File: config.mk
export PLATFORM = sky130hd
export DESIGN_NAME = alu_multicycle_flat
export DESIGN_NICKNAME = d
export VERILOG_FILES = /design/src/rtl/alu_multicycle_if.sv /design/src/rtl/alu_multicycle.sv /design/src/flat_wrapper.sv
export SDC_FILE = /design/constraint.sdc
export NUM_CORES = 1
export LEC_CHECK = 0
export ABC_CLOCK_PERIOD_IN_PS = 11400
export CORE_AREA = 2 2 192 194
export CTS_CLUSTER_SIZE = 14
export DETAILED_ROUTE_END_ITERATION = 6
export DIE_AREA = 0 0 194 196
export GPL_ROUTABILITY_DRIVEN = 0
export MAX_ROUTING_LAYER = met4
export PLACE_DENSITY = 0.74
export SYNTH_ARGS = -nofsm -noshare
export SYNTH_HDL_FRONTEND = slang
export SYNTH_SLANG_ARGS = --single-unit
File: constraint.sdc
create_clock -name clk -period 11.4 [get_ports clk]
set_clock_uncertainty 0.05 [all_clocks]
set_input_delay 1.71 -clock clk [delete_from_list [all_inputs] [get_ports clk]]
set_output_delay 1.71 -clock clk [all_outputs]
set_load 0.02 [all_outputs]
File: src/rtl/alu_multicycle_if.sv
// Request/result bundle between the ALU control unit and alu_multicycle.
//
// Handshake: the requester raises start with control/input1/input2/shamt
// valid; the ALU accepts on the first rising edge where it is idle (busy low)
// and start is high. busy stays high from the cycle after accept through the
// done cycle; done is a one-cycle pulse and out/out_hi/flags/div_by_zero are
// valid from that cycle until the next operation completes. start while busy
// is ignored and never queued.
interface alu_multicycle_if #(
    parameter int WIDTH   = 32,
    parameter int SHAMT_W = 5
);
    logic               start;
    logic [3:0]         control;
    logic [WIDTH-1:0]   input1;
    logic [WIDTH-1:0]   input2;
    logic [SHAMT_W-1:0] shamt;
    logic               busy;
    logic               done;
    logic [WIDTH-1:0]   out;
    logic [WIDTH-1:0]   out_hi;
    logic [2:0]         flags;
    logic               div_by_zero;

    modport master (
        output start, control, input1, input2, shamt,
        input  busy, done, out, out_hi, flags, div_by_zero
    );

    modport slave (
        input  start, control, input1, input2, shamt,
        output busy, done, out, out_hi, flags, div_by_zero
    );
endinterface

File: src/rtl/alu_multicycle.sv
// Multi-cycle ALU: single-cycle add/comp/and/xor, 1-bit-per-cycle shifts,
// shift-add unsigned multiply and restoring unsigned divide.
// Results are registered on entry to DONE and held until the next completion.
module alu_multicycle #(
    parameter int WIDTH   = 32,
    parameter int SHAMT_W = 5
) (
    input  logic            clk,
    input  logic            rst,
    alu_multicycle_if.slave bus,
    output logic [1:0]      fsm_state
);
    localparam int CNT_W = $clog2(WIDTH + 1);

    localparam logic [3:0] OP_ADD  = 4'b0000;
    localparam logic [3:0] OP_COMP = 4'b0001;
    localparam logic [3:0] OP_AND  = 4'b0010;
    localparam logic [3:0] OP_XOR  = 4'b0011;
    localparam logic [3:0] OP_SHL  = 4'b0100;
    localparam logic [3:0] OP_SHR  = 4'b0101;
    localparam logic [3:0] OP_SRA  = 4'b0110;
    localparam logic [3:0] OP_MULU = 4'b1000;
    localparam logic [3:0] OP_DIVU = 4'b1001;

    typedef enum logic [1:0] {
        IDLE = 2'd0,
        RUN  = 2'd1,
        DONE = 2'd2
    } state_t;

    state_t state, state_nxt;

    // Working registers: lo_q holds the shifted value / multiplier-product-low /
    // dividend-quotient, hi_q holds product-high / partial remainder.
    logic [3:0]       op_q;
    logic [WIDTH-1:0] b_q;
    logic [WIDTH-1:0] hi_q;
    logic [WIDTH-1:0] lo_q;
    logic [CNT_W-1:0] cnt_q;

    // Registered results.
    logic [WIDTH-1:0] out_q;
    logic [WIDTH-1:0] out_hi_q;
    logic [2:0]       flags_q;
    logic             dbz_q;

    logic accept;
    logic iterative;
    logic is_shift;
    logic last_step;

    logic [WIDTH:0]   add_sum;
    logic [WIDTH-1:0] q_out, q_hi;
    logic [2:0]       q_flags;
    logic             q_dbz;

    logic [WIDTH:0]   mul_sum;
    logic [WIDTH:0]   div_shift;
    logic [WIDTH:0]   div_diff;
    logic [WIDTH-1:0] step_hi, step_lo;
    logic [WIDTH-1:0] fin_out, fin_hi;
    logic [2:0]       fin_flags;

    // {carry, zero, sign} for the ops whose flags follow the result directly.
    function automatic logic [2:0] std_flags(input logic [WIDTH-1:0] v, input logic c);
        return {c, (v == '0), v[WIDTH-1]};
    endfunction

    assign accept    = (state == IDLE) && bus.start;
    assign last_step = (state == RUN) && (cnt_q == CNT_W'(1));
    assign is_shift  = (bus.control == OP_SHL) || (bus.control == OP_SHR) ||
                       (bus.control == OP_SRA);

    // Decide whether the requested op needs RUN cycles; zero shifts and
    // divide-by-zero complete straight away.
    always_comb begin
        iterative = 1'b0;
        case (bus.control)
            OP_SHL, OP_SHR, OP_SRA: iterative = (bus.shamt != '0);
            OP_MULU:                iterative = 1'b1;
            OP_DIVU:                iterative = (bus.input2 != '0);
            default:                iterative = 1'b0;
        endcase
    end

    assign add_sum = {1'b0, bus.input1} + {1'b0, bus.input2};

    // Result of ops that finish in the accept cycle, taken from the live inputs.
    always_comb begin
        q_out   = '0;
        q_hi    = '0;
        q_flags = 3'b000;
        q_dbz   = 1'b0;
        case (bus.control)
            OP_ADD: begin
                q_out   = add_sum[WIDTH-1:0];
                q_flags = std_flags(add_sum[WIDTH-1:0], add_sum[WIDTH]);
            end
            OP_COMP: begin
                q_out   = ~bus.input2 + WIDTH'(1);
                q_flags = std_flags(~bus.input2 + WIDTH'(1), 1'b0);
            end
            OP_AND: begin
                q_out   = bus.input1 & bus.input2;
                q_flags = std_flags(bus.input1 & bus.input2, 1'b0);
            end
            OP_XOR: begin
                q_out   = bus.input1 ^ bus.input2;
                q_flags = std_flags(bus.input1 ^ bus.input2, 1'b0);
            end
            OP_SHL, OP_SHR, OP_SRA: begin
                q_out   = bus.input1;
                q_flags = std_flags(bus.input1, 1'b0);
            end
            OP_DIVU: begin
                q_out   = '1;
                q_hi    = bus.input1;
                q_dbz   = 1'b1;
                q_flags = 3'b000;
            end
            default: begin
                q_out   = '0;
                q_flags = 3'b000;
            end
        endcase
    end

    assign mul_sum   = {1'b0, hi_q} + (lo_q[0] ? {1'b0, b_q} : {(WIDTH + 1){1'b0}});
    assign div_shift = {hi_q, lo_q[WIDTH-1]};
    assign div_diff  = div_shift - {1'b0, b_q};

    // One iteration of the latched op: a 1-bit shift, a shift-add step, or a
    // restoring-divide step (negative trial difference keeps the old remainder).
    always_comb begin
        step_hi = hi_q;
        step_lo = lo_q;
        case (op_q)
            OP_SHL: step_lo = {lo_q[WIDTH-2:0], 1'b0};
            OP_SHR: step_lo = {1'b0, lo_q[WIDTH-1:1]};
            OP_SRA: step_lo = {lo_q[WIDTH-1], lo_q[WIDTH-1:1]};
            OP_MULU: begin
                step_hi = mul_sum[WIDTH:1];
                step_lo = {mul_sum[0], lo_q[WIDTH-1:1]};
            end
            OP_DIVU: begin
                if (div_diff[WIDTH]) begin
                    step_hi = div_shift[WIDTH-1:0];
                    step_lo = {lo_q[WIDTH-2:0], 1'b0};
                end else begin
                    step_hi = div_diff[WIDTH-1:0];
                    step_lo = {lo_q[WIDTH-2:0], 1'b1};
                end
            end
            default: begin
                step_hi = hi_q;
                step_lo = lo_q;
            end
        endcase
    end

    // Result formed from the final iteration of an iterative op.
    always_comb begin
        fin_out   = step_lo;
        fin_hi    = '0;
        fin_flags = std_flags(step_lo, 1'b0);
        case (op_q)
            OP_MULU: begin
                fin_hi    = step_hi;
                fin_flags = {(step_hi != '0), ({step_hi, step_lo} == '0), 1'b0};
            end
            OP_DIVU: begin
                fin_hi    = step_hi;
                fin_flags = {1'b0, (step_lo == '0), 1'b0};
            end
            default: begin
                fin_hi    = '0;
                fin_flags = std_flags(step_lo, 1'b0);
            end
        endcase
    end

    // State register.
    always_ff @(posedge clk or negedge rst) begin
        if (!rst) begin
            state <= IDLE;
        end else begin
            state <= state_nxt;
        end
    end

    // Next-state: accept only in IDLE, RUN until the counter expires, DONE lasts one cycle.
    always_comb begin
        state_nxt = state;
        case (state)
            IDLE:    if (bus.start) state_nxt = iterative ? RUN : DONE;
            RUN:     if (cnt_q == CNT_W'(1)) state_nxt = DONE;
            DONE:    state_nxt = IDLE;
            default: state_nxt = IDLE;
        endcase
    end

    // FSM outputs: busy covers RUN and DONE, done marks the DONE cycle.
    always_comb begin
        bus.busy  = (state != IDLE);
        bus.done  = (state == DONE);
        fsm_state = state;
    end

    // Operand capture, iteration and result registers; results change only on entry to DONE.
    always_ff @(posedge clk or negedge rst) begin
        if (!rst) begin
            op_q     <= '0;
            b_q      <= '0;
            hi_q     <= '0;
            lo_q     <= '0;
            cnt_q    <= '0;
            out_q    <= '0;
            out_hi_q <= '0;
            flags_q  <= 3'b000;
            dbz_q    <= 1'b0;
        end else if (accept) begin
            op_q  <= bus.control;
            b_q   <= bus.input2;
            lo_q  <= bus.input1;
            hi_q  <= '0;
            if (iterative) begin
                cnt_q <= is_shift ? CNT_W'(bus.shamt) : CNT_W'(WIDTH);
                dbz_q <= 1'b0;
            end else begin
                cnt_q    <= '0;
                out_q    <= q_out;
                out_hi_q <= q_hi;
                flags_q  <= q_flags;
                dbz_q    <= q_dbz;
            end
        end else if (state == RUN) begin
            hi_q  <= step_hi;
            lo_q  <= step_lo;
            cnt_q <= cnt_q - CNT_W'(1);
            if (last_step) begin
                out_q    <= fin_out;
                out_hi_q <= fin_hi;
                flags_q  <= fin_flags;
            end
        end
    end

    assign bus.out         = out_q;
    assign bus.out_hi      = out_hi_q;
    assign bus.flags       = flags_q;
    assign bus.div_by_zero = dbz_q;
endmodule

File: src/flat_wrapper.sv
// flat-port wrapper written by rule: the top's interface ports become plain ports
module alu_multicycle_flat 
#(
    parameter int WIDTH   = 32,
    parameter int SHAMT_W = 5
)
  (clk, rst, fsm_state, bus_start, bus_control, bus_input1, bus_input2, bus_shamt, bus_busy, bus_done, bus_out, bus_out_hi, bus_flags, bus_div_by_zero);
  alu_multicycle_if #(.WIDTH(WIDTH), .SHAMT_W(SHAMT_W)) bus_i ();
  input  logic clk;
  input  logic rst;
  output logic [1:0] fsm_state;
  input wire logic [$bits(bus_i.start)-1:0] bus_start;
  input wire logic [$bits(bus_i.control)-1:0] bus_control;
  input wire logic [$bits(bus_i.input1)-1:0] bus_input1;
  input wire logic [$bits(bus_i.input2)-1:0] bus_input2;
  input wire logic [$bits(bus_i.shamt)-1:0] bus_shamt;
  output wire logic [$bits(bus_i.busy)-1:0] bus_busy;
  output wire logic [$bits(bus_i.done)-1:0] bus_done;
  output wire logic [$bits(bus_i.out)-1:0] bus_out;
  output wire logic [$bits(bus_i.out_hi)-1:0] bus_out_hi;
  output wire logic [$bits(bus_i.flags)-1:0] bus_flags;
  output wire logic [$bits(bus_i.div_by_zero)-1:0] bus_div_by_zero;
  assign bus_i.start = bus_start;
  assign bus_i.control = bus_control;
  assign bus_i.input1 = bus_input1;
  assign bus_i.input2 = bus_input2;
  assign bus_i.shamt = bus_shamt;
  assign bus_busy = bus_i.busy;
  assign bus_done = bus_i.done;
  assign bus_out = bus_i.out;
  assign bus_out_hi = bus_i.out_hi;
  assign bus_flags = bus_i.flags;
  assign bus_div_by_zero = bus_i.div_by_zero;
  alu_multicycle #(.WIDTH(WIDTH), .SHAMT_W(SHAMT_W)) u_core (.clk(clk), .rst(rst), .bus(bus_i), .fsm_state(fsm_state));
endmodule
# ---- Yosys cells after proc, flatten, opt, wreduce, memory -nomap -nowiden
# Index checks and enable logic that the tools add are counted.
dict set report word_totals {
  word_cells 97
  inputBits 76
  reg_bits 176
}
dict set report op_classes {
  n_bitwise 3
  n_mux 37
  reduce_logical 23
  n_addsub 5
  eq_ne 19
}
# cell n
set op_table {}
lappend op_table {{32-bit 2-to-1 mux} 16}
lappend op_table {{32-bit zero test} 6}
lappend op_table {{32-bit case mux with 6 select lines} 1}
lappend op_table {{32-bit case mux with 5 select lines} 1}
lappend op_table {{64-bit zero test} 1}
lappend op_table {{32-bit case mux with 2 select lines} 1}
lappend op_table {{32-bit nonzero test} 2}
lappend op_table {{32-bit by 32-bit adder with 33-bit output} 1}
lappend op_table {{32-bit by 33-bit adder with 33-bit output} 1}
lappend op_table {{33-bit by 32-bit subtractor with 33-bit output} 1}
lappend op_table {{32-bit by 1-bit adder with 32-bit output, second input constant} 1}
lappend op_table {{32-bit AND} 1}
lappend op_table {{32-bit inverter} 1}
lappend op_table {{32-bit XOR} 1}
lappend op_table {{4-bit by 3-bit == test with 1-bit output, second input constant} 6}
lappend op_table {{6-bit 2-to-1 mux} 4}
lappend op_table {{4-bit == test, second input constant} 4}
lappend op_table {{3-bit case mux with 5 select lines} 1}
lappend op_table {{3-bit 2-to-1 mux} 4}
lappend op_table {{4-bit by 2-bit == test with 1-bit output, second input constant} 2}
lappend op_table {{6-bit by 1-bit == test with 1-bit output, second input constant} 1}
lappend op_table {{2-bit 2-to-1 mux} 3}
lappend op_table {{2-bit inequality test, second input constant} 3}
lappend op_table {{3-bit case mux with 2 select lines} 1}
lappend op_table {{17 further kinds} 23}

# ---- Depth between registers and ports, before layout
dict set report depth {
  word_depth 8
  depth_mapped 18
  depth_no_buf 17
}

# ---- Worst setup path after synthesis
# No wires, ideal clock.
dict set report synth_timing {
  path_type {in2reg}
  start {input port bus_input2[0]}
  end {register u_core.flags_q[1], in the netlist u_core.bus.flags[1]}
  slack_ps 6294
  required_time_ps 11262
  path_stages 16
  n_path_buf 0
  arrival_time_ps 4968
  cell_sequence {ha_1 > inv_1 > fa_1 > nor2b_1 > o31a_1 > o21ai_1 > a2111oi_1 > o2111a_1 > o31a_1 > o31a_1 > or4_1 > nand4_1 > or3_1 > o31a_1 > o2bb2ai_1 > a41oi_1}
}
dict set report synth_via {
  elab_chain_cells 6
  word_cells_on_any_way 16
}
# element line
set synth_lines {}
lappend synth_lines {{start: declaration} flat_wrapper.sv:15} ;# input wire logic [$bits(bus_i.input2)-1:0] bus_input2;
lappend synth_lines {{32-bit inverter} alu_multicycle.sv:101} ;# q_flags = std_flags(~bus.input2 + WIDTH'(1), 1'b0);
lappend synth_lines {{32-bit by 1-bit adder with 32-bit output} alu_multicycle.sv:101}
lappend synth_lines {{32-bit zero test} alu_multicycle.sv:66} ;# return {c, (v == '0), v[WIDTH-1]};
lappend synth_lines {{3-bit case mux with 5 select lines} alu_multicycle.sv:94} ;# case (bus.control)
lappend synth_lines {{3-bit 2-to-1 mux} alu_multicycle.sv:226} ;# if (iterative) begin
lappend synth_lines {{3-bit 2-to-1 mux} alu_multicycle.sv:221} ;# end else if (accept) begin
lappend synth_lines {{end signal: assignment} alu_multicycle.sv:233} ;# flags_q <= q_flags;
lappend synth_lines {{end signal: assignment} alu_multicycle.sv:243} ;# flags_q <= fin_flags;
lappend synth_lines {{end: declaration} alu_multicycle.sv:44} ;# logic [2:0] flags_q;
# Several ways; a longest one is shown, not always the timed one. The select of a mux whose other input is x is not followed.
# A chain may end at the register's enable or synchronous reset.

# ---- Final worst setup path
dict set report layout_timing {
  start {register u_core.lo_q[31]}
  end {register u_core.flags_q[2], in the netlist u_core.bus.flags[2]}
}
dict set report layout_via {
  elab_chain_cells 8
}
# element line
set layout_lines {}
lappend layout_lines {{start: declaration} alu_multicycle.sv:38} ;# logic [WIDTH-1:0] lo_q;
lappend layout_lines {{start signal: assignment} alu_multicycle.sv:224} ;# lo_q <= bus.input1;
lappend layout_lines {{start signal: assignment} alu_multicycle.sv:238} ;# lo_q <= step_lo;
lappend layout_lines {{33-bit by 32-bit subtractor with 33-bit output} alu_multicycle.sv:130} ;# assign div_diff = div_shift - {1'b0, b_q};
lappend layout_lines {{32-bit 2-to-1 mux (*)} alu_multicycle.sv:146} ;# if (div_diff[WIDTH]) begin
lappend layout_lines {{32-bit case mux with 2 select lines (*)} alu_multicycle.sv:137} ;# case (op_q)
lappend layout_lines {{32-bit nonzero test (*)} alu_multicycle.sv:169} ;# fin_flags = {(step_hi != '0), ({step_hi, step_lo} == '0), 1'b0};
lappend layout_lines {{3-bit case mux with 2 select lines (*)} alu_multicycle.sv:166} ;# case (op_q)
lappend layout_lines {{3-bit 2-to-1 mux (*)} alu_multicycle.sv:240} ;# if (last_step) begin
lappend layout_lines {{3-bit 2-to-1 mux (*)} alu_multicycle.sv:236} ;# end else if (state == RUN) begin
lappend layout_lines {{3-bit 2-to-1 mux (*)} alu_multicycle.sv:221}
# Every way passes the cells marked *; elsewhere a longest branch is shown, timed or not. The select of a mux whose other input is x is not followed.

==> results.py <==
metrics = {
    "placed_design": {
        "dpl.hpwl_um": 52000,
        "place_ws_ns": 5.14,
        "place_area_um2": 18700,
        "port_buffers": 147,
    },
    "finish": {
        "stdcell_area_um2": 19300,
        "area_growth_pct": 13.0,
        "nets": 2475,
        "layout_common_cells": "a21oi_1, nand2_1, nor2_1",
        "antennaDiodeCount": 0,
        "drive_gt1_share_pct": 4.50,
        "layout_commonest_cell": "a21oi_1",
    },
    "synth": {
        "synth.distinct_cells": 87,
        "syn-num-nets": 2443,
        "synth_seq_cells": 176,
        "syn_area_per_cell_um2": 7.54,
        "async_reset_ff_share_pct": 100,
        "ys_warn_count": 0,
        "synthCells": 2265,
        "synth_area_um2": 17100,
        "synth-edff-count": 0,
        "synth_ff_type": "dfrtp_1",
        "ys_seq_area_share_pct": 25.8,
    },
    "pwr": {
        "peakVddDrop_mv": 0.130,
        "finalPower_mw": 5.31,
        "powerDensity_nw_per_um2": 275,
        "leakage_nw": 7.70,
    },
    "worst_setup_path": {
        "timing.reg2reg.setup_slack_ns": 5.32,
        "cp_max_fo": 14,
        "critical-path-top-delay-family": "compound AO/OA/AOI/OAI gates",
        "critical_path_class": "reg -> reg",
        "cp-end-kind": "register",
        "cp_cell_sequence": "inv_1 > ha_1 > fa_1 > nand2b_1 > a21oi_2 > nor2_4 > a2111oi_4 > nor3_1 > buf_4 > nor3_4 > nor2_2 > buf_4 > mux2_2 > a2111oi_2 > nand4_1 > a2111oi_2 > nand4_1 > a311o_1",
        "rr_worst_depth": 18,
        "max_stage_delay_ns": 0.73,
        "reg2reg_from": "u_core.lo_q[31]",
        "cp-start-kind": "register",
        "r2r-end": "u_core.bus.flags[2]",
        "path_buf_inv": 3,
        "cp_data_required_time_ns": 11.70,
        "crit_slowest_cell": "a2111oi_2",
        "cp_num_cells": 18,
        "crit_arrival_ns": 6.38,
    },
    "cts": {
        "clock-sinks": 176,
        "cts_root_buf": "clkbuf_16",
        "path_clk_slew_ns": 0.08,
        "cts_tree": "yes",
        "cts.htree.levels": 4,
        "ctsHoldBuffers": 0,
        "cts_setup_buffers": 0,
        "worstSkewPairLatency_ns": 0.46,
        "post_cts_resized": 0,
        "numCtsBuffers": 17,
        "ctsLongestPathBuffers": 2,
    },
    "sta": {
        "rsz0062_at_grt": "no",
        "fin_hold_ws_ns": 0.468,
        "setup_viol": 0,
        "post-route-period-util_pct": 53.3,
        "worst_pin_slew_ns": 1.37,
        "finalWorstSetupSlack_ns": 5.32,
        "fin_crit_ns": 6.08,
        "slew-limit-headroom_pct": 8.01,
        "slew_viol_final": 0,
        "max_freq_ghz": 0.164,
        "hold_viol": 0,
        "setup_tns_ns": 0,
    },
    "status": {
        "violations": "DRC",
        "status": "complete, but fails checks",
    },
    "die": {
        "initial_core_util_pct": 47.3,
        "dieArea_um2": 38000,
        "fp-row-count": 70,
        "pin_count": 148,
        "die_h_um": 196,
        "die_w_um": 194,
        "core_um2": 36100,
    },
    "job": {
        "drv_cap": 0,
    },
    "global_routing": {
        "grt_pass1_wl_um": 107000,
        "grt_max_degree": 71,
        "grtUsageTotal_pct": 37.3,
        "grt_pass1_vias": 18200,
        "grt-ovfl-total": 0,
        "antenna_found_initial": 0,
    },
    "drt": {
        "drc": 5,
        "via_per_inst": 7.01,
        "final_antenna_net_count": 0,
        "wl_per_cell_um": 25.4,
        "drtIter0Drc": 2965,
        "vias": 19500,
        "wl_um": 70700,
        "dr.pass1.iters": 7,
    },
    "hold_path": {
        "holdPathEnd": "u_core.b_q[0]",
        "hold_start": "u_core.b_q[0]",
        "hold_depth": 2,
        "hold_class": "reg -> reg",
    },
}
==> cell type report <==
type	count	area (um^2)
well taps	468	586
flip-flops and latches	176	4400
fillers	3397	16800
clock buffers	18	439
inverters	71	267
multi-input cells	1855	11800
clock inverters	14	144
repair buffers	176	1690
==> kinds of logic (layout without fill, tap and decap cells) <==
group                    after synthesis  after routing  share of synthesized area, %
AND/OR/NAND/NOR                      801            801                          22.3
flip-flops                           176            176                          25.8
adder cells (fa/ha/maj)              102            102                          7.61
AO/OA/AOI/OAI                        829            829                          32.2
XOR/XNOR                             110            110                          5.64
buffers and inverters                234            279                          5.58
multiplexers                          13             13                         0.799
==> stage by stage <==
step | instances | util (%)
floorplan | 2265 | -
global placement | 2746 | 51.9
detailed placement | 2746 | 51.9
CTS | 2778 | 53.5
global route | 2778 | 53.5
finish | 2778 | 53.5
==> worst min-delay path, delay by kind of cell (launching register included) <==
| family | cells | cell delay [ns] |
|---|---|---|
| DFF | 1 | 0.37 |
| and+or+nand+nor | 1 | 0.05 |
| AOI/OAI and AO/OA | 1 | 0.06 |
==> sequential cells by signal, indices dropped and copies added (netlist names) <==
| register | flops |
|---|---|
| u_core.lo_q | 32 |
| u_core.cnt_q | 6 |
| u_core.hi_q | 32 |
| u_core.bus.out_hi | 32 |
| u_core.b_q | 32 |
| u_core.bus.div_by_zero | 1 |
| u_core.op_q | 4 |
| u_core.bus.flags | 3 |
| u_core.bus.out | 32 |
| u_core.fsm_state | 2 |
==> cells in the mapped netlist (50+ instances only) <==
library cell	number	area share [%]
xnor2_1	60	3.1
a22oi_1	62	2.7
nand2_1	270	5.9
ha_1	99	7.3
xor2_1	50	2.6
o21ai_0	144	4.2
dfrtp_1	176	26
nor3_1	52	1.5
a221o_1	58	3.4
nor2_1	199	4.4
clkbuf_1	129	2.8
inv_1	70	1.5
a21oi_1	273	8.0
==> per-layer routing <==
layer	up-vias	routed length [um]	track usage (%)
met1	9081	25700	45.3
met2	1499	30000	54.8
met4	0	5820	25.1
met3	382	9170	9.18
li1	8522	-	-
met5	-	0	-
==> how the worst max path moves through the flow <==
| stage | startpoint | endpoint | slack (ns) |
|---|---|---|---|
| floorplan | bus_input2[0] | u_core.bus.flags[1] | 6.29 |
| global placement | bus_input1[0] | u_core.bus.flags[1] | 5.18 |
| detailed placement | bus_input1[0] | u_core.bus.flags[1] | 5.14 |
| CTS | bus_input1[0] | u_core.bus.flags[1] | 5.56 |
| global route | bus_input1[0] | u_core.bus.flags[1] | 5.20 |
| finish | u_core.lo_q[31] | u_core.bus.flags[2] | 5.32 |
==> power breakdown <==
part	leakage [nW]	internal (mW)	total (mW)	switching, mW
Clock	0.288	0.299	0.608	0.309
Sequential	2.18	0.912	1.20	0.283
Combinational	5.23	1.26	3.51	2.26
Total	7.70	2.47	5.31	2.85
No activity file was read; power rests on OpenSTA's default activity.
